### config.mk
export PLATFORM = sky130hd
export DESIGN_NAME = icmp_echo_responder
export DESIGN_NICKNAME = d
export VERILOG_FILES = /design/src/rtl/icmp_echo_responder.sv
export SDC_FILE = /design/constraint.sdc
export NUM_CORES = 2
export LEC_CHECK = 0
export ABC_AREA = 1
export BUFFER_PORTS_ARGS = -buffer_cell sky130_fd_sc_hd__buf_2
export CAP_MARGIN = 20
export CORE_MARGIN = 1
export CORE_UTILIZATION = 32
export CTS_BUF_LIST = sky130_fd_sc_hd__clkbuf_4 sky130_fd_sc_hd__clkbuf_8 sky130_fd_sc_hd__clkbuf_16
export DETAILED_ROUTE_END_ITERATION = 12
export GPL_TIMING_DRIVEN = 0
export PLACE_DENSITY_LB_ADDON = 0.15
export SYNTH_ARGS = -nofsm -noshare
export SYNTH_HDL_FRONTEND = slang
export SYNTH_SLANG_ARGS = --single-unit
### constraint.sdc
create_clock -name i_clk -period 20 [get_ports i_clk]
set_clock_uncertainty 0.1 [all_clocks]
set_input_delay 2 -clock i_clk [delete_from_list [all_inputs] [get_ports i_clk]]
set_output_delay 2 -clock i_clk [all_outputs]
set_load 0.1 [all_outputs]
### src/rtl/icmp_echo_responder.sv
// icmp_echo_responder: buffers one ICMP echo request and returns it as an echo reply
module icmp_echo_responder #(
  parameter int          P_DEPTH   = 32,
  parameter logic [15:0] P_ID_INIT = 16'h0100,
  parameter int          P_CNT_W   = 16
) (
  input  logic               i_clk,
  input  logic               i_rst,
  input  logic [63:0]        s_axis_ip_data,
  input  logic [55:0]        s_axis_ip_user,
  input  logic [7:0]         s_axis_ip_keep,
  input  logic               s_axis_ip_last,
  input  logic               s_axis_ip_valid,
  output logic [63:0]        m_axis_ip_data,
  output logic [55:0]        m_axis_ip_user,
  output logic [7:0]         m_axis_ip_keep,
  output logic               m_axis_ip_last,
  output logic               m_axis_ip_valid,
  input  logic               m_axis_ip_ready,
  input  logic               i_reply_en,
  output logic [P_CNT_W-1:0] o_reply_cnt,
  output logic [P_CNT_W-1:0] o_drop_cnt
);
  localparam int AW = $clog2(P_DEPTH);
  localparam logic [16:0] MAX_LEN = 17'(P_DEPTH * 8);
  localparam logic [1:0] S_IDLE = 2'd0, S_RECV = 2'd1, S_DROP = 2'd2, S_SEND = 2'd3;
  logic [1:0] st_q, st_d;
  logic [AW-1:0] wr_q, wr_d, rd_q, rd_d, lidx_q, lidx_d, wa;
  logic [7:0] lkeep_q, lkeep_d, ok_q, ok_d;
  logic [15:0] len_q, len_d, id_q, id_d, cfix;
  logic [63:0] hdr_q, hdr_d, od_q, od_d, pf_q, w0;
  logic ol_q, ol_d, ov_q, ov_d, mid_q, mid_d, we, echo, acc, xfer;
  logic [P_CNT_W-1:0] rc_q, rc_d, dc_q, dc_d;
  logic [16:0] sum;
  logic [63:0] mem [P_DEPTH];
  logic unused_ok;
  assign unused_ok = ^s_axis_ip_user[15:0];
  assign echo = s_axis_ip_user[36:29] == 8'd1 && s_axis_ip_user[39:37] == 3'd0 &&
                s_axis_ip_user[28:16] == 13'd0 && s_axis_ip_data[63:56] == 8'd8 &&
                s_axis_ip_data[55:48] == 8'd0;
  assign acc = echo && i_reply_en && ({1'b0, s_axis_ip_user[55:40]} <= MAX_LEN);
  // Changing type 8 to 0 adds 0x0800 to the one's-complement checksum field.
  assign sum = {1'b0, s_axis_ip_data[47:32]} + 17'h00800;
  assign cfix = sum[15:0] + {15'd0, sum[16]};
  assign w0 = {16'h0000, cfix, s_axis_ip_data[31:0]};
  assign xfer = ov_q && m_axis_ip_ready;
  assign m_axis_ip_data = od_q;
  assign m_axis_ip_keep = ok_q;
  assign m_axis_ip_last = ol_q;
  assign m_axis_ip_valid = ov_q;
  assign m_axis_ip_user = ov_q ? {len_q, 3'b000, 8'd1, 13'd0, id_q} : 56'd0;
  assign o_reply_cnt = rc_q;
  assign o_drop_cnt = dc_q;
  // Receive/drop/send sequencing; mid_d tracks message framing so SEND can drop overlapping RX.
  always_comb begin
    st_d = st_q; wr_d = wr_q; lidx_d = lidx_q; lkeep_d = lkeep_q; len_d = len_q; id_d = id_q;
    hdr_d = hdr_q; od_d = od_q; ok_d = ok_q; ol_d = ol_q; ov_d = ov_q; rc_d = rc_q; dc_d = dc_q;
    rd_d = AW'(1); we = 1'b0; wa = wr_q;
    mid_d = s_axis_ip_valid ? !s_axis_ip_last : mid_q;
    case (st_q)
      S_IDLE: if (s_axis_ip_valid) begin
        if (acc) begin
          we = 1'b1; wa = '0; hdr_d = w0; len_d = s_axis_ip_user[55:40]; wr_d = AW'(1);
          if (s_axis_ip_last) begin
            st_d = S_SEND; od_d = w0; ok_d = s_axis_ip_keep; ol_d = 1'b1; ov_d = 1'b1; lidx_d = '0;
          end else st_d = S_RECV;
        end else begin
          dc_d = dc_q + P_CNT_W'(echo);
          st_d = s_axis_ip_last ? S_IDLE : S_DROP;
        end
      end
      S_RECV: if (s_axis_ip_valid) begin
        we = 1'b1; wr_d = wr_q + AW'(1);
        if (s_axis_ip_last) begin
          st_d = S_SEND; od_d = hdr_q; ok_d = 8'hFF; ol_d = 1'b0; ov_d = 1'b1;
          lidx_d = wr_q; lkeep_d = s_axis_ip_keep;
        end else if (wr_q == AW'(P_DEPTH - 1)) begin
          st_d = S_DROP; dc_d = dc_q + P_CNT_W'(1);
        end
      end
      S_DROP: st_d = (s_axis_ip_valid && s_axis_ip_last) ? S_IDLE : S_DROP;
      default: begin
        dc_d = dc_q + P_CNT_W'(s_axis_ip_valid && !mid_q && echo);
        rd_d = rd_q;
        if (xfer && ol_q) begin
          ov_d = 1'b0; rc_d = rc_q + P_CNT_W'(1); id_d = id_q + 16'd1;
          st_d = mid_d ? S_DROP : S_IDLE;
        end else if (xfer) begin
          od_d = pf_q; ol_d = rd_q == lidx_q; ok_d = (rd_q == lidx_q) ? lkeep_q : 8'hFF;
          rd_d = rd_q + AW'(1);
        end
      end
    endcase
  end
  // Packet buffer with a registered prefetch of the next word, forwarding a same-cycle write.
  always_ff @(posedge i_clk) begin
    if (we) mem[wa] <= s_axis_ip_data;
    pf_q <= (we && wa == rd_d) ? s_axis_ip_data : mem[rd_d];
  end
  // Control and output registers.
  always_ff @(posedge i_clk or posedge i_rst) begin
    if (i_rst) begin
      st_q <= S_IDLE; wr_q <= '0; rd_q <= AW'(1); lidx_q <= '0; lkeep_q <= '0; len_q <= '0;
      id_q <= P_ID_INIT; hdr_q <= '0; od_q <= '0; ok_q <= '0; ol_q <= 1'b0; ov_q <= 1'b0;
      mid_q <= 1'b0; rc_q <= '0; dc_q <= '0;
    end else begin
      st_q <= st_d; wr_q <= wr_d; rd_q <= rd_d; lidx_q <= lidx_d; lkeep_q <= lkeep_d; len_q <= len_d;
      id_q <= id_d; hdr_q <= hdr_d; od_q <= od_d; ok_q <= ok_d; ol_q <= ol_d; ov_q <= ov_d;
      mid_q <= mid_d; rc_q <= rc_d; dc_q <= dc_d;
    end
  end
endmodule

======== Word-level counts from Yosys, hierarchy flattened ========
Memories as Yosys holds them, arrays and structs flattened. A register that Yosys moved wholly into a read port is not among the register bits.
Cells that the tools add are included.
word-level totals
  bits of input ports ..................... 134
  bits in writable memories ............... 2048
  memories kept ........................... 1
  register bits after elaboration ......... 212
  word-level logic and storage cells ...... 147
  output and inout bits ................... 162
memory list
  name  depth  width  read ports  clocked after Yosys merged registers in  wr ports  RTL line  source
  mem   32     64     1           1                                        1         35        logic [63:0] mem [P_DEPTH];
operators by class
  add/subtract/negate cells ............... 9
  bitwise gates (word level) .............. 2
  reduce and logical (&&, ||, !) cells .... 31
  $lt $le $gt $ge ......................... 1
  equal/unequal tests ..................... 16
  muxes and demuxes ....................... 72
operators with widths
  operator                                                          count
  two-way mux 64 bit                                                7
  one-hot mux 64 bit (3 select lines)                               1
  two-way mux 16 bit                                                5
  two-way mux 5 bit                                                 14
  two-way mux 8 bit                                                 8
  two-way mux 56 bit                                                1
  adder 16 x 1 -> 16 bit                                            3
  adder 16 x 1 -> 16 bit (second input constant)                    3
  one-hot mux 16 bit (3 select lines)                               1
  one-hot mux 8 bit (3 select lines)                                1
  two-way mux 2 bit                                                 10
  one-hot mux 5 bit (2 select lines)                                2
  two-way mux 1 bit                                                 18
  adder 16 x 12 -> 17 bit (second input constant)                   1
  less-or-equal comparator 16 x 9 -> 1 bit (second input constant)  1
  inequality test 2 bit (second input constant)                     8
  zero test 13 bit                                                  1
  AND reduction 6 bit                                               2
  logical AND 1 bit                                                 11
  adder 5 x 1 -> 5 bit (second input constant)                      2
  == test 8 x 1 -> 1 bit (second input constant)                    1
  == test 8 x 4 -> 1 bit (second input constant)                    1
  zero test 8 bit                                                   1
  AND reduction 4 bit                                               2
  21 further kinds                                                  26

======== Logic depth before layout (Yosys ltp) ========
  depth in word-level cells ............... 12
  depth in mapped cells ................... 16
  mapped depth without buffers ............ 16

======== Worst setup path before layout ========
Ideal clock, no wire load.
  path type ............................... input-to-reg
  start point ............................. input port s_axis_ip_user[44]
  end point ............................... memory mem[12][0], enable pin
  data required time ...................... 19413 ps
  setup time .............................. 487 ps
  path slack .............................. 13710 ps
  data arrival time ....................... 5704 ps
  buffers on the path ..................... 1
  stages .................................. 10
  path through ............................ nor2_1 nand3_1 nor2_1 nor2_1 nor2_1 nand4_1 clkbuf_1 nand2_1 inv_1 nor2_1
on the way
  cells in the longest elaborated chain, start to end .. 7
  elaborated cells between the ends (all ways) .. 10
  those cells by class .................... order compare: 1; mux: 8; reduce/logical: 1
RTL lines
  what                                        RTL line  source
  from (decl)                                 10        input logic [55:0] s_axis_ip_user,
  less-or-equal comparator 16 x 9 -> 1 bit *  41        assign acc = echo && i_reply_en && ({1'b0, s_axis_ip_user[55:40]} <= MAX_LEN);
  logical AND 1 bit *                         41
  two-way mux 1 bit                           62        if (acc) begin
  two-way mux 1 bit                           61        S_IDLE: if (s_axis_ip_valid) begin
  one-hot mux 1 bit (2 select lines)          60        case (st_q)
  two-way mux 1 bit                           97        if (we) mem[wa] <= s_axis_ip_data;
  two-way mux 1 bit (not written as such)     97
  to (decl)                                   35
Mark *: on every way between the ends. The rest lies on a longest branch, timed or not.

======== Worst setup path after layout ========
  start point ............................. input port s_axis_ip_data[49]
  end point ............................... memory mem[23][15], enable pin
on the way
  cells in the longest elaborated chain, start to end .. 9
  elaborated cells between the ends (all ways) .. 12
  those cells by class .................... mux: 8; reduce/logical: 4
RTL lines
  what                                     RTL line  source
  from (decl)                              9         input logic [63:0] s_axis_ip_data,
  zero test 8 bit *                        40        s_axis_ip_data[55:48] == 8'd0;
  logical AND 1 bit *                      39        s_axis_ip_user[28:16] == 13'd0 && s_axis_ip_data[63:56] == 8'd8 &&
  logical AND 1 bit * (2 in a row)         41
  two-way mux 1 bit                        62
  two-way mux 1 bit                        61
  one-hot mux 1 bit (2 select lines)       60
  two-way mux 1 bit                        97
  two-way mux 1 bit (not written as such)  97
Marks and branches as above.

==> out/results.tsv <==
stage	metric	value	unit
cts	cts_buffers	247	
min_path	worstHoldStart	len_q[15]	
floorplanning	die_area	0.291	sq mm
cts	clockBufferDepth	4	
power_and_ir_drop	power_density	124	mW/mm^2
power_and_ir_drop	clkPwrFrac	0.335	
power_and_ir_drop	p_int	8.67	mW
floorplanning	rows	196	
setup_path	critical-path-max-stage-delay	0.95	ns
setup_path	worst_path_most_repeated_cell	buf_12	
layout	mostFrequentLayoutCell	nand2_1	
synth	synth_cell_types	44	
cts	cts.sinks	2265	
drt	antenna_left	0	
cts	htree_num_levels	4	
setup_path	cp-start-kind	input port	
layout	final_area	0.110	sq mm
synth	syn_area	0.0924	sq mm
layout	layout_common_cells	nand2_1, edfxtp_1, nand3_1, buf_2, o21ai_0	
placed_design	place_area	0.102	sq mm
synth	ys_seq_area_frac	0.724	
power_and_ir_drop	p_switching	4.89	mW
sta	slew_headroom	0.158	
setup_path	worstSetupEndpointType	register	
sta	worst_pin_slew	1.26	ns
power_and_ir_drop	combPwrFrac	0.266	
placed_design	hpwl	281	mm
global_routing	grt_pass1_wl	544	mm
synth	ys.flop_type	edfxtp_1	
sta	rsz0062_at_grt	no	
floorplanning	start_util	0.323	
layout	drive_gt1_frac	0.132	
floorplanning	core_area	0.286	sq mm
min_path	worstHoldPathType	reg2reg	
floorplanning	die-width	539	microns
drt	num_vias	69100	
synth	yosys_warnings	0	
cts	cts-resized-gates	0	
setup_path	critPathKind	in2reg	
placed_design	globalplace.congestion	0.907	
power_and_ir_drop	swShare	0.361	
global_routing	grt_max_degree	104	
power_and_ir_drop	p_leak	40.1	nW
sta	holdWs	0.372	ns
global_routing	grt_usage	0.270	
synth	syn_inst	7954	
sta	final-max-slew-violation-count	0	
setup_path	r2r_start	st_q[1]	
setup_path	cp.required	20.50	ns
sta	finalSetupViolCount	0	
sta	fmax	0.145	GHz
setup_path	arrival	7.42	ns
setup_path	critPathBufInv	5	
floorplanning	ios	296	
drt	wire_per_inst	31.9	microns
layout	syn2layout_area_growth	18.5	%
drt	via_per_inst	5.48	
setup_path	path_cells	buf_2 > nor2_1 > nand2_1 > nor2_1 > nand2_1 > nor2_2 > nand4_1 > clkbuf_1 > nand4_1 > nor2_4 > buf_12 > buf_12 > buf_12	
cts	cts_setup_buffers	0	
setup_path	crit_fanout	33	
global_routing	first_global_vias	63800	
global_routing	grt.overflow.total	0	
outcome	status	finished clean	
cts	clk_latency	0.93	ns
drt	drc_errors	0	
drt	drt_iter0_markers	9373	
global_routing	antenna_found_initial	44	
power_and_ir_drop	p_seq_frac	0.400	
setup_path	crit_start	s_axis_ip_data[49]	
placed_design	io_buffers	256	
power_and_ir_drop	irDropWorstVdd	0.109	mV
setup_path	crit_family	simple AND/OR/NAND/NOR gates	
synth	async_flop_share	0.0936	
cts	cts_hold_buffers	0	
synth	syn_area_per_cell	11.6	sq um
synth	ys_ff_latch	2265	
cts	clockRootBuffer	clkbuf_16	
synth	synth_edf_count	2048	
layout	nNetsFinal	8766	
floorplanning	die_y	539	microns
drt	drtPass1Iterations	6	
sta	finalSetupTns	0	ns
sta	fin_crit_sh	0.346	
sta	finalCriticalPeriod	6.92	ns
sta	hold_viol_final	0	
setup_path	cp_slowest_cell	clkbuf_1	
job	drv_cap	0	
cts	clk_pin_slew	0.06	ns
cts	cts_tree	built	
drt	wl	402	mm
-- cell usage after synthesis (25+ instances only) --
master / count / area [sq um]
nand3_1: 1544 / 7730
dfrtp_1: 210 / 5260
o21bai_1: 36 / 270
buf_4: 63 / 473
a21oi_1: 57 / 285
xor2_1: 31 / 272
edfxtp_1: 2048 / 61500
nor2_1: 373 / 1400
buf_2: 237 / 1190
nand2_1: 2332 / 8750
xnor2_1: 25 / 219
inv_1: 170 / 638
clkbuf_1: 163 / 612
o22ai_1: 110 / 688
buf_1: 56 / 210
o21ai_0: 373 / 1870
-- registers in the layout, indices dropped and copies added, names as in the netlist, named ones only --
signal / flops
o_drop_cnt: 16
len_q: 16
m_axis_ip_keep: 8
hdr_q: 48
st_q: 2
mid_q: 1
mem: 2048
rd_q: 5
o_reply_cnt: 16
m_axis_ip_last: 1
m_axis_ip_valid: 1
id_q: 16
lidx_q: 5
m_axis_ip_data: 64
lkeep_q: 8
wr_q: 5
-- cells by family (layout without fill, tap and decap cells) --
| kind of cell | count (synthesis) | after routing | synth area share |
|---|---|---|---|
| flip-flops | 2265 | 2265 | 0.724 |
| other | 1 | 51 | 0.0000406 |
| AND/OR/NAND/NOR | 4316 | 4316 | 0.198 |
| buffers and inverters | 706 | 1540 | 0.0348 |
| XOR/XNOR | 56 | 56 | 0.00531 |
| multiplexers | 8 | 8 | 0.000975 |
| AO/OA/AOI/OAI | 590 | 590 | 0.0349 |
| adder cells (fa/ha/maj) | 12 | 12 | 0.00162 |
-- layout make-up --
| class | count | area [sq um] |
|---|---|---|
| Clock buffer | 327 | 6930 |
| Multi-Input combinational cell | 5005 | 22600 |
| Fill cell | 27800 | 177000 |
| Antenna cell | 28 | 70.1 |
| Clock inverter | 112 | 918 |
| Buffer | 524 | 2540 |
| Tap cell | 3762 | 4710 |
| Timing Repair Buffer | 395 | 4160 |
| Sequential cell | 2265 | 66900 |
| Inverter | 182 | 707 |
-- layer usage --
layer  track usage  part of all wire
met1         0.383              0.43
met2         0.409              0.44
met3        0.0598             0.099
met4        0.0887             0.036
met5             0           0.00046
-- power groups by stage --
stage / sequential, mW / combinational, mW / clock [mW]
2_1_floorplan: 5.94 / 1.57 / 0
3_3_place_gp: 5.53 / 3.48 / 0
3_5_place_dp: 5.52 / 3.54 / 0
4_1_cts: 5.42 / 3.55 / 4.57
5_1_grt: 5.43 / 3.77 / 4.75
6_report: 5.42 / 3.60 / 4.53
-- path summary, 6_finish.rpt --
check                      depth (start not counted)            endpoint  slack, ns
hold reg to reg                                    2           len_q[15]       0.37
setup / recovery                                  13         mem[23][15]      13.08
max in group asynchronous                          4  m_axis_ip_data[29]      17.40
min in group asynchronous                          2  m_axis_ip_data[48]       0.94
setup reg to reg                                   9         mem[23][15]      14.62
hold / removal                                     2           len_q[15]       0.37
-- tightest hold or removal path, cell delays in order (launching register included) --
cell,delay (ns)
dfrtp_1,0.35
nand2_1,0.05
inv_1,0.04
-- metrics by stage --
stage | utilization | total power, mW | setup slack, ns | instances
after floorplan | - | 7.51 | 12.11 | 7976
after global placement | 0.344 | 9.01 | 4.86 | 12000
after detailed placement | 0.355 | 9.06 | 12.21 | 12100
after CTS | 0.382 | 13.5 | 13.16 | 12600
after global routing | 0.383 | 14.0 | 13.08 | 12600
final | 0.383 | 13.6 | 13.08 | 12600
No activity file was read; power rests on OpenSTA's default activity.
